<file path="src/rtl/controlador_bomba.sv">
`default_nettype none
// +----------------------------------------------------------------------------
// | Module : controlador_bomba
// | Fill-pump sequencer: sensor sync/debounce, level + consistency decode,
// | pump FSM with hysteresis, min on/off times and dry-run timeout.
// | Rev    : 1.0
// +----------------------------------------------------------------------------
module controlador_bomba #(
  parameter int DEBOUNCE_CYC  = 16,
  parameter int MIN_ON_CYC    = 1000,
  parameter int MIN_OFF_CYC   = 1000,
  parameter int MAX_ON_CYC    = 50000,
  parameter int NIVEL_LIGA    = 1,
  parameter int NIVEL_DESLIGA = 4
) (
  input  logic       clk,
  input  logic       rst,
  input  logic [4:0] sensores_in,
  input  logic       habilita,
  input  logic       limpa_falha,
  output logic [4:0] sensores_filt,
  output logic [2:0] nivel,
  output logic       bomba_on,
  output logic       alarme_falha,
  output logic [1:0] estado
);

  localparam int DEB_W = $clog2(DEBOUNCE_CYC + 1);
  localparam int ON_W  = $clog2(MIN_ON_CYC + 1);
  localparam int OFF_W = $clog2(MIN_OFF_CYC + 1);
  localparam int DRY_W = $clog2(MAX_ON_CYC + 1);

  typedef enum logic [1:0] {
    OCIOSO    = 2'b00,
    BOMBEANDO = 2'b01,
    PAUSA     = 2'b10,
    FALHA     = 2'b11
  } estado_t;

  logic [4:0]       sync1_q, sync2_q, filt_q;
  logic [DEB_W-1:0] deb_cnt_q;
  logic             sync_muda;

  assign sync_muda = (sync1_q != sync2_q);

  always_ff @(posedge clk or posedge rst) begin
    if (rst) begin
      sync1_q   <= 5'b11111;
      sync2_q   <= 5'b11111;
      filt_q    <= 5'b11111;
      deb_cnt_q <= '0;
    end else begin
      sync1_q <= sensores_in;
      sync2_q <= sync1_q;
      if (sync_muda)
        deb_cnt_q <= '0;
      else if (deb_cnt_q < DEB_W'(DEBOUNCE_CYC))
        deb_cnt_q <= deb_cnt_q + DEB_W'(1);
      if (!sync_muda && deb_cnt_q >= DEB_W'(DEBOUNCE_CYC - 1))
        filt_q <= sync2_q;
    end
  end

  // Wet bits (inverted sensors) must form 0..0111 for a consistent reading.
  logic [4:0] molhado;
  logic [2:0] nivel_d, nivel_q;
  logic       incons_d, incons_q;

  assign molhado  = ~filt_q;
  assign incons_d = |(molhado & (molhado + 5'd1));

  always_comb begin
    nivel_d = 3'd0;
    for (int i = 0; i < 5; i++)
      if (molhado[i]) nivel_d = 3'(i);
  end

  always_ff @(posedge clk or posedge rst) begin
    if (rst) begin
      nivel_q  <= 3'd0;
      incons_q <= 1'b0;
    end else begin
      nivel_q  <= nivel_d;
      incons_q <= incons_d;
    end
  end

  estado_t          st_q, st_d;
  logic [ON_W-1:0]  on_cnt_q, on_cnt_d;
  logic [OFF_W-1:0] off_cnt_q, off_cnt_d;
  logic [DRY_W-1:0] dry_q, dry_d;
  logic             bomba_q, alarme_q;

  always_comb begin
    st_d      = st_q;
    on_cnt_d  = '0;
    off_cnt_d = '0;
    dry_d     = '0;
    case (st_q)
      OCIOSO: begin
        if (incons_q)
          st_d = FALHA;
        else if (habilita && nivel_q <= 3'(NIVEL_LIGA))
          st_d = BOMBEANDO;
      end
      BOMBEANDO: begin
        if (incons_q || dry_q == DRY_W'(MAX_ON_CYC - 1))
          st_d = FALHA;
        else if (!habilita)
          st_d = PAUSA;
        else if (nivel_q >= 3'(NIVEL_DESLIGA) && on_cnt_q >= ON_W'(MIN_ON_CYC - 1))
          st_d = PAUSA;
      end
      PAUSA: begin
        if (incons_q)
          st_d = FALHA;
        else if (off_cnt_q == OFF_W'(MIN_OFF_CYC - 1))
          st_d = OCIOSO;
      end
      FALHA: begin
        if (limpa_falha && !incons_q)
          st_d = PAUSA;
      end
      default: st_d = st_q;
    endcase

    // Counters only advance while staying in their state; entry leaves them at 0.
    if (st_q == BOMBEANDO && st_d == BOMBEANDO) begin
      on_cnt_d = (on_cnt_q == ON_W'(MIN_ON_CYC)) ? on_cnt_q : on_cnt_q + ON_W'(1);
      if (nivel_d > nivel_q)
        dry_d = '0;
      else
        dry_d = (dry_q == DRY_W'(MAX_ON_CYC)) ? dry_q : dry_q + DRY_W'(1);
    end
    if (st_q == PAUSA && st_d == PAUSA)
      off_cnt_d = (off_cnt_q == OFF_W'(MIN_OFF_CYC)) ? off_cnt_q : off_cnt_q + OFF_W'(1);
  end

  always_ff @(posedge clk or posedge rst) begin
    if (rst) begin
      st_q      <= OCIOSO;
      on_cnt_q  <= '0;
      off_cnt_q <= '0;
      dry_q     <= '0;
      bomba_q   <= 1'b0;
      alarme_q  <= 1'b0;
    end else begin
      st_q      <= st_d;
      on_cnt_q  <= on_cnt_d;
      off_cnt_q <= off_cnt_d;
      dry_q     <= dry_d;
      bomba_q   <= (st_d == BOMBEANDO);
      alarme_q  <= (st_d == FALHA);
    end
  end

  assign sensores_filt = filt_q;
  assign nivel         = nivel_q;
  assign bomba_on      = bomba_q;
  assign alarme_falha  = alarme_q;
  assign estado        = st_q;

endmodule
`default_nettype wire

</file>
<file path="config.mk">
export PLATFORM = sky130hd
export DESIGN_NAME = controlador_bomba
export DESIGN_NICKNAME = d
export VERILOG_FILES = /design/src/rtl/controlador_bomba.sv
export SDC_FILE = /design/constraint.sdc
export NUM_CORES = 1
export LEC_CHECK = 0
export CORE_MARGIN = 1.5
export CORE_UTILIZATION = 30
export DETAILED_ROUTE_END_ITERATION = 7
export HOLD_SLACK_MARGIN = 0.15
export PLACE_DENSITY = 0.49
export REMOVE_ABC_BUFFERS = 1
export SYNTH_ARGS = -nofsm -noshare
export SYNTH_HDL_FRONTEND = slang
export SYNTH_SLANG_ARGS = --single-unit
</file>
<file path="constraint.sdc">
create_clock -name clk -period 3.8 [get_ports clk]
set_input_delay 0.76 -clock clk [delete_from_list [all_inputs] [get_ports clk]]
set_output_delay 0.76 -clock clk [all_outputs]
set_load 0.05 [all_outputs]
</file>
# --- After elaboration in Yosys (flattened, before gate mapping) ---
# Index checks and enable logic that the tools add are counted.
word_totals:
  wordCells: 74
  ff_bits: 64
classes:
  n_lt_le_gt_ge: 6
  reduce_logical: 12
  n_mux: 22
  n_addsub: 5
  bitwise_logic: 2
  n_eq_ne: 15
op_table:
  columns: ["operator", "n"]
  rows:
  - ["$mux W16", 3]
  - ["$mux W10", 4]
  - ["$eq A16 B16 Y1 const B", 2]
  - ["$eq A10 B10 Y1 const B", 3]
  - ["$add A10 B1 Y10 const B", 2]
  - ["$add A16 B1 Y16 const B", 1]
  - ["$mux W2", 8]
  - ["$add A5 B1 Y5 const B", 2]
  - ["$ge A10 B10 Y1 const B", 1]
  - ["$mux W5", 2]
  - ["$mux W3", 3]
  - ["$eq A2 B2 Y1 const B", 4]
  - ["$pmux W2 S4", 1]
  - ["$logic_and A1 B1 Y1", 6]
  - ["$and A5 B5 Y5", 1]
  - ["$ge A5 B4 Y1 const B", 1]
  - ["$lt A5 B5 Y1 const B", 1]
  - ["$ne A5 B5 Y1", 1]
  - ["$not A5 Y5", 1]
  - ["$reduce_or A5 Y1", 1]
  - ["$eq A2 B1 Y1 const B", 2]
  - ["$ne A2 B2 Y1 const B", 2]
  - ["$ge A3 B3 Y1 const B", 1]
  - ["$gt A3 B3 Y1", 1]
  - ["7 further kinds", 8]

# --- Longest topological paths before layout ---
# Gate-level depths: netlist of run 1.
logic_depth:
  ltp_word: 9
  mapped_depth: 9
  mapped_depth_nobuf: 8

# --- Worst setup path after synthesis of run 1 ---
# OpenSTA, ideal clock, no wires.
synth_path:
  kind: "register -> register"
  from: "reg filt_q[2], in the netlist sensores_filt[2]"
  to: "reg dry_q[0]"
  path_stages_with_launch: 10
  t_arrival_ps: 2103
  setup_time_ps: 134
  setup_slack_ps: 1562
  t_required_ps: 3666
  path_buffers: 1
  cell_sequence: "dfstp_2 -> inv_1 -> o21ai_0 -> nand2_1 -> ha_1 -> nor2b_1 -> o21ai_0 -> a32oi_1 -> clkbuf_1 -> nor3_1"
synth_via:
  elab_chain_cells: 7
synth_rtl:
  columns: ["item", "line_no", "text"]
  rows:
  - ["start: declaration", "40", "logic [4:0] sync1_q, sync2_q, filt_q;"]
  - ["start signal: assignment", "60", "filt_q <= sync2_q;"]
  - ["$not A5 Y5 *", "69", "assign molhado = ~filt_q;"]
  - ["$mux W3 * (3 in series)", "75", "if (molhado[i]) nivel_d = 3'(i);"]
  - ["$gt A3 B3 Y1 *", "130", "if (nivel_d > nivel_q)"]
  - ["$mux W16", "130", null]
  - ["$mux W16", "128", "if (st_q == BOMBEANDO && st_d == BOMBEANDO) begin"]
  - ["end signal: assignment", "151", "dry_q <= dry_d;"]
  - ["end: declaration", "91", "logic [DRY_W-1:0] dry_q, dry_d;"]
# Mark *: on every way between the ends. The rest lies on a longest branch, timed or not.
# A chain may end at the register's enable or synchronous reset.

# --- Worst setup path in the final report of run 1 ---
layout_path:
  from: "reg dry_q[0]"
  to: "reg dry_q[9]"
layout_via:
  elab_chain_cells: 7
layout_rtl:
  columns: ["item", "line_no", "text"]
  rows:
  - ["$eq A16 B16 Y1", "107", "if (incons_q || dry_q == DRY_W'(MAX_ON_CYC - 1))"]
  - ["$logic_or A1 B1 Y1", "107", null]
  - ["$mux W2", "107", null]
  - ["$pmux W2 S4", "99", "case (st_q)"]
  - ["$eq A2 B1 Y1", "128", null]
  - ["$logic_and A1 B1 Y1", "128", null]
  - ["$ne A3 B3 Y1 (no line) / $mux W16 (equally long branches)", null, null]
# Several ways; a longest one is shown, not always the timed one. The select of a mux whose other input is x is not followed.

==> metrics, run 1 <==
status finished, final reports clean; GR Overflow Total 0; final setup vio count 0; Max Used Layer met4; post-synth top area share 0.395; Max Clock Skew 0.0105 ns; final instance area around 0.0037 mm2; postcts setup bufs 0; Arr. time, crit path ~2.8 ns; fin crit share 0.683; first-pass GRT wire length 10.1 mm; gpl congestion roughly 0.72; CTS tree done; Cell Area, Placed 0.00349 mm2; wire length on met3 212 um; met2 WL ~2.6 mm; MaxCap Viol Count 0; Syn Std Cell Area 0.00311 mm2; nets@finish between 300 and 400; drt first pass iters 5; Filler cells 990; Reg clk slew, reported paths 0.08 ns; Die H 105 um; DP Wirelength 4.04 mm; Starting Density 0.314; dpl ws 0.983 ns; setup TNS 0 ns; Die X roughly 100 um; Buf/Inv on CP 1; cells along the critical path ha_1, and4b_1, nand4_1, nand4bb_1, buf_4, nor3_1; largest net degree at the start of global routing 30; leakage power 1.52 nW; hold_buf cts 0; number of port buffers 20; Finished Core Util 0.376; Max transition margin 0.397; worst vdd ir 157 uV; Root Driver clkbuf_8; drt total wl 5.74 mm; Max Fclk 0.385 GHz; Core Footprint 0.00991 mm2; DRT antenna net count 0; leading post-synthesis cells by cell area dfrtp_1 (39%), dfstp_2 (13%), xor2_1 (5.6%); CTS H-tree lvls 3; Die Footprint 0.0110 mm2; Yosys top cell by area dfrtp_1; Largest delay share family, worst path simple AND/OR/NAND/NOR gates; Final Hold Fails 0; Worst-Margin Slew 0.900 ns; setup ws final 1.21 ns; clk_lat worst skew 0.33 ns; Hold/Removal Path Class reg2reg; Synth warnings 0; Starting DRT DRC Count 70; Distinct cells, synth 45; Synth Area per Inst ~11 um2; ant diodes 0; Total Routing Usage GR 0.118; TritonCTS buffer count 9; Clock Tree Buf Depth 2; Synth-to-Final Area Change 20.0%; FF+latch count, synth 64; CTS Sinks 64; unrepaired setup endpoints after global routing no; CP max stage delay around 0.75 ns; share of cells above drive strength 1 0.146; cts repair resizes 0; routed vias 2090; num ports 21; Vias per Instance 4.60; Hold WS 0.368 ns; CP max FO 18; Syn Inst Count 286; CP max stage cell nand4bb_1; vias in the first global route 2081; Reg2Reg Setup Slack 1.21 ns; post-synthesis sequential area ratio 0.521; path type of the worst setup path reg2reg; DRC violations left 0; Startpoint Class flop; fin. max-slew vios 0; fin crit period 2.59 ns; pwr/cell area 401 mW/mm2; row cnt 36; Required @ worst endpoint 4.04 ns; Avg WL per Cell 12.6 um; crit end category flop; antenna violations before repair 0; met1 WL 2.87 mm
-- path summary, 6_finish.rpt --
path,startpoint,to,cells after the start
max,dry_q[0]$_DFFE_PP0P_,dry_q[9]$_DFFE_PP0P_,6
min,sync1_q[1]$_DFF_PP1_,sync2_q[1]$_DFF_PP1_,0
max reg2reg,dry_q[0]$_DFFE_PP0P_,dry_q[9]$_DFFE_PP0P_,6
min reg2reg,sync1_q[1]$_DFF_PP1_,sync2_q[1]$_DFF_PP1_,0
max in group asynchronous,rst,sync1_q[4]$_DFF_PP1_,3
min in group asynchronous,rst,dry_q[9]$_DFFE_PP0P_,2
-- sequential cells by signal, indices dropped and copies added (netlist names) --
register and flops:
dry_q 16, off_cnt_q 10, on_cnt_q 10, deb_cnt_q 5, sensores_filt 5, sync1_q 5, sync2_q 5, nivel 3
estado 2, alarme_falha 1, bomba_on 1, incons_q 1
-- worst reg2reg max path, cell delays in order, from the launching register on --
cell and delay [ns]:
dfrtp_1 0.44, ha_1 0.26, and4b_1 0.18, nand4_1 0.22, nand4bb_1 0.75, buf_4 0.44, nor3_1 0.21
-- report_power, final --
group	switching, mW	total (mW)	internal, mW
registers	0.0125	0.710	0.698
clock network	0.282	0.699	0.417
logic	0.0529	0.0845	0.0317
-- per-layer routing --
layer  up-vias  GRT usage
li1       1064          -
met1      1003      0.161
met2        21      0.171
met3         2     0.0274
met4         0     0.0675
met5         -          0
-- cells by family (layout without fill, tap and decap cells) --
group | count (synthesis) | after routing | share of synthesized area
multiplexers | 12 | 12 | 0.0411
adder cells (fa/ha/maj) | 11 | 11 | 0.0443
flip-flops | 64 | 64 | 0.521
AO/OA/AOI/OAI | 19 | 19 | 0.0427
buffers and inverters | 23 | 58 | 0.0290
AND/OR/NAND/NOR | 120 | 120 | 0.217
XOR/XNOR | 37 | 37 | 0.104
-- cell usage after synthesis (all sizes together) --
cell / instances
dfrtp: 49
nor2: 29
nor3: 22
xor2: 20
inv: 17
xnor2: 17
dfstp: 15
nand2: 12
nand4: 12
ha: 11
nand3: 11
and3: 7
mux2: 6
mux2i: 6
a21oi: 5
a211oi: 4
o21ai: 4
and4: 3
buf: 3
clkbuf: 3
nand2b: 3
nor2b: 3
and2: 2
and4b: 2
nand4b: 2
nor4bb: 2
a211o: 1
a21o: 1
a221o: 1
a32oi: 1
a41oi: 1
and3b: 1
and4bb: 1
nand3b: 1
nand4bb: 1
nor3b: 1
nor4: 1
nor4b: 1
o311ai: 1
or3: 1
or3b: 1
or4: 1
-- area by class of cell --
class / instances / area [um2] / share of cell area
clock buffers: 10 / 149 / 0.0399
clock inverters: 6 / 95.1 / 0.0255
inverters: 17 / 63.8 / 0.0171
multi-input cells: 199 / 1400 / 0.375
flip-flops and latches: 64 / 1620 / 0.434
well taps: 133 / 166 / 0.0446
repair buffers: 25 / 238 / 0.0637
-- layout by cell type, fill, tap and decap left out, types with 2 or more instances in the layout --
cell / Yosys / layout
dfrtp_1: 49 / 49
nor2_1: 29 / 29
nor3_1: 22 / 22
xor2_1: 20 / 20
clkdlybuf4s50_1: 0 / 20
xnor2_1: 17 / 17
inv_1: 17 / 16
dfstp_2: 15 / 15
nand2_1: 12 / 12
nand4_1: 11 / 11
nand3_1: 11 / 11
ha_1: 11 / 11
clkbuf_8: 0 / 9
and3_1: 7 / 7
mux2i_1: 6 / 6
mux2_2: 6 / 6
a21oi_1: 5 / 5
buf_4: 0 / 5
nor2b_1: 3 / 3
nand2b_1: 3 / 3
a211oi_1: 3 / 3
o21ai_0: 3 / 3
and4_1: 3 / 3
inv_6: 0 / 3
and2_1: 2 / 2
and4b_1: 2 / 2
nor4bb_1: 2 / 2
nand4b_1: 2 / 2
bufinv_16: 0 / 2
-- per-stage QoR --
stage               total power, mW  std cells
global route                   1.57        454
finish                         1.49        454
CTS                            1.53        454
floorplan                     0.774        280
detailed placement            0.810        438
global placement              0.809        438
(Power assumes the default switching activity.)
==> run 2: changes to the inputs <==
clock period = 2.7 ns   (was 3.8 ns; I/O delays follow)
==> run 2 against run 1 <==
Effect of this change:
- sequential power grew 41%
- core utilization down 0.47 points
- non-clock buffer count is 1 lower
- register-to-register slack got worse by 0.45 ns
- worst hold slack got worse by 0.0055 ns
- sequential share of layout area increased by 0.55 points
- sequential cell count did not move
- clock power rose by 18%
- die area unchanged
- first-iteration DRC count up 34%
- critical path depth is 5 lower
- critical endpoint is now sensores_filt[2]
- largest cell class unchanged
- highest routed layer unchanged
==> metrics, run 2 (synthesized netlist as in run 1, its figures left out) <==
Starting DRT DRC Count 94; share of cells above drive strength 1 0.134; setup ws final between 0.4 and 0.5 ns; most frequent cells in the layout dfrtp_1 (49), nor2_1 (29), nor3_1 (22); num ports 21; Max Fclk about 0.44 GHz; vias in the first global route about 2200; CTS Sinks 64; CTS H-tree lvls 3; Core Footprint 0.00991 mm2; Max Clock Skew 0.0114 ns; Largest delay share family, worst path buffers and inverters; Arr. time, crit path ~1.7 ns; unrepaired setup endpoints after global routing no; routed vias 2095; ant diodes 0; hold_buf cts 0; Root Driver clkbuf_8; Die X around 100 um; Required @ worst endpoint 2.16 ns; Die Footprint about 0.011 mm2; largest net degree at the start of global routing 65; CP max FO 5; Total Routing Usage GR 0.121; cells along the critical path clkdlybuf4s50_1; MaxCap Viol Count 0; Final Hold Fails 0; Die H around 100 um; Hold WS 0.363 ns; row cnt 36; setup TNS 0 ns; Vias per Instance about 4.6; gpl congestion 0.719; cell total after placement 437; first-pass GRT wire length 10.5 mm; GR Overflow Total 0; Starting Density 0.314; worst vdd ir ~260 uV; status finished, final reports clean; max reg flops 16; fin. max-slew vios 0; drt total wl 5.91 mm; Filler cells around 1000; final setup vio count 0; drt first pass iters 4; Biggest register dry_q; Max transition margin 0.639; CP max stage delay 0.81 ns; Reg clk slew, reported paths 0.07 ns; Worst-Margin Slew 0.540 ns; Avg WL per Cell 13.0 um; TritonCTS buffer count 9; clk_lat worst skew 0.34 ns; Buf/Inv on CP 1; Regs by FF count dry_q x16, off_cnt_q x10, on_cnt_q x10; CTS tree done; pwr/cell area 527 mW/mm2; DRC violations left 0; number of port buffers 20; DRT antenna net count 0; fin crit share 0.840; cts repair resizes 0; dpl ws around 0.77 ns; CP max stage cell clkdlybuf4s50_1; Startpoint Class flop; Hold/Removal Path Class reg2reg; most common cell after layout, fill and taps aside dfrtp_1; nets@finish 335; path type of the worst setup path reg2out; leakage power 1.49 nW; Synth-to-Final Area Change 18.5%; fin cells 453; crit end category primary output; postcts setup bufs 0; Clock Tree Buf Depth 2; DP Wirelength 3.89 mm; antenna violations before repair 0; fin crit period 2.27 ns
-- run 2: where the power goes --
group / leakage [nW] / switching [mW] / internal, mW
combinational: 0.562 / 0.0746 / 0.0447
sequential: 0.835 / 0.0175 / 0.982
clock: 0.0976 / 0.370 / 0.453
-- run 2: metrics by stage --
stage / power, mW / util / area [um2]
3_5_place_dp: 1.14 / 0.352 / 3490
5_1_grt: 2.03 / 0.372 / 3680
3_3_place_gp: 1.14 / 0.352 / 3490
4_1_cts: 1.97 / 0.372 / 3680
2_1_floorplan: 1.09 / - / 3080
6_report: 1.94 / 0.372 / 3680
-- run 2: worst paths after layout --
path	slack (ns)	start	endpoint	depth (start not counted)
setup / recovery	0.43	sensores_filt[2]$_DFFE_PP1P_	sensores_filt[2]	1
hold reg to reg	0.36	sync1_q[3]$_DFF_PP1_	sync2_q[3]$_DFF_PP1_	0
setup reg to reg	0.76	sensores_filt[4]$_DFFE_PP1P_	dry_q[7]$_DFFE_PP0P_	8
min in group asynchronous	0.58	rst	on_cnt_q[2]$_DFFE_PP0P_	3
max in group asynchronous	1.80	rst	sensores_filt[1]$_DFFE_PP1P_	3
hold / removal	0.36	sync1_q[3]$_DFF_PP1_	sync2_q[3]$_DFF_PP1_	0
-- run 2: final cells by class --
type	count	area, um2	area share
repair buffers	24	243	0.0659
multi-input cells	199	1400	0.379
well taps	133	166	0.0452
clock buffers	13	149	0.0404
flip-flops and latches	64	1620	0.440
clock inverters	3	43.8	0.0119
inverters	17	63.8	0.0173
-- run 2: metal layers --
metal / global-route usage / share of wire
met5: 0 / 0
met4: 0.0705 / 0.028
met3: 0.0262 / 0.028
met2: 0.186 / 0.45
met1: 0.155 / 0.49
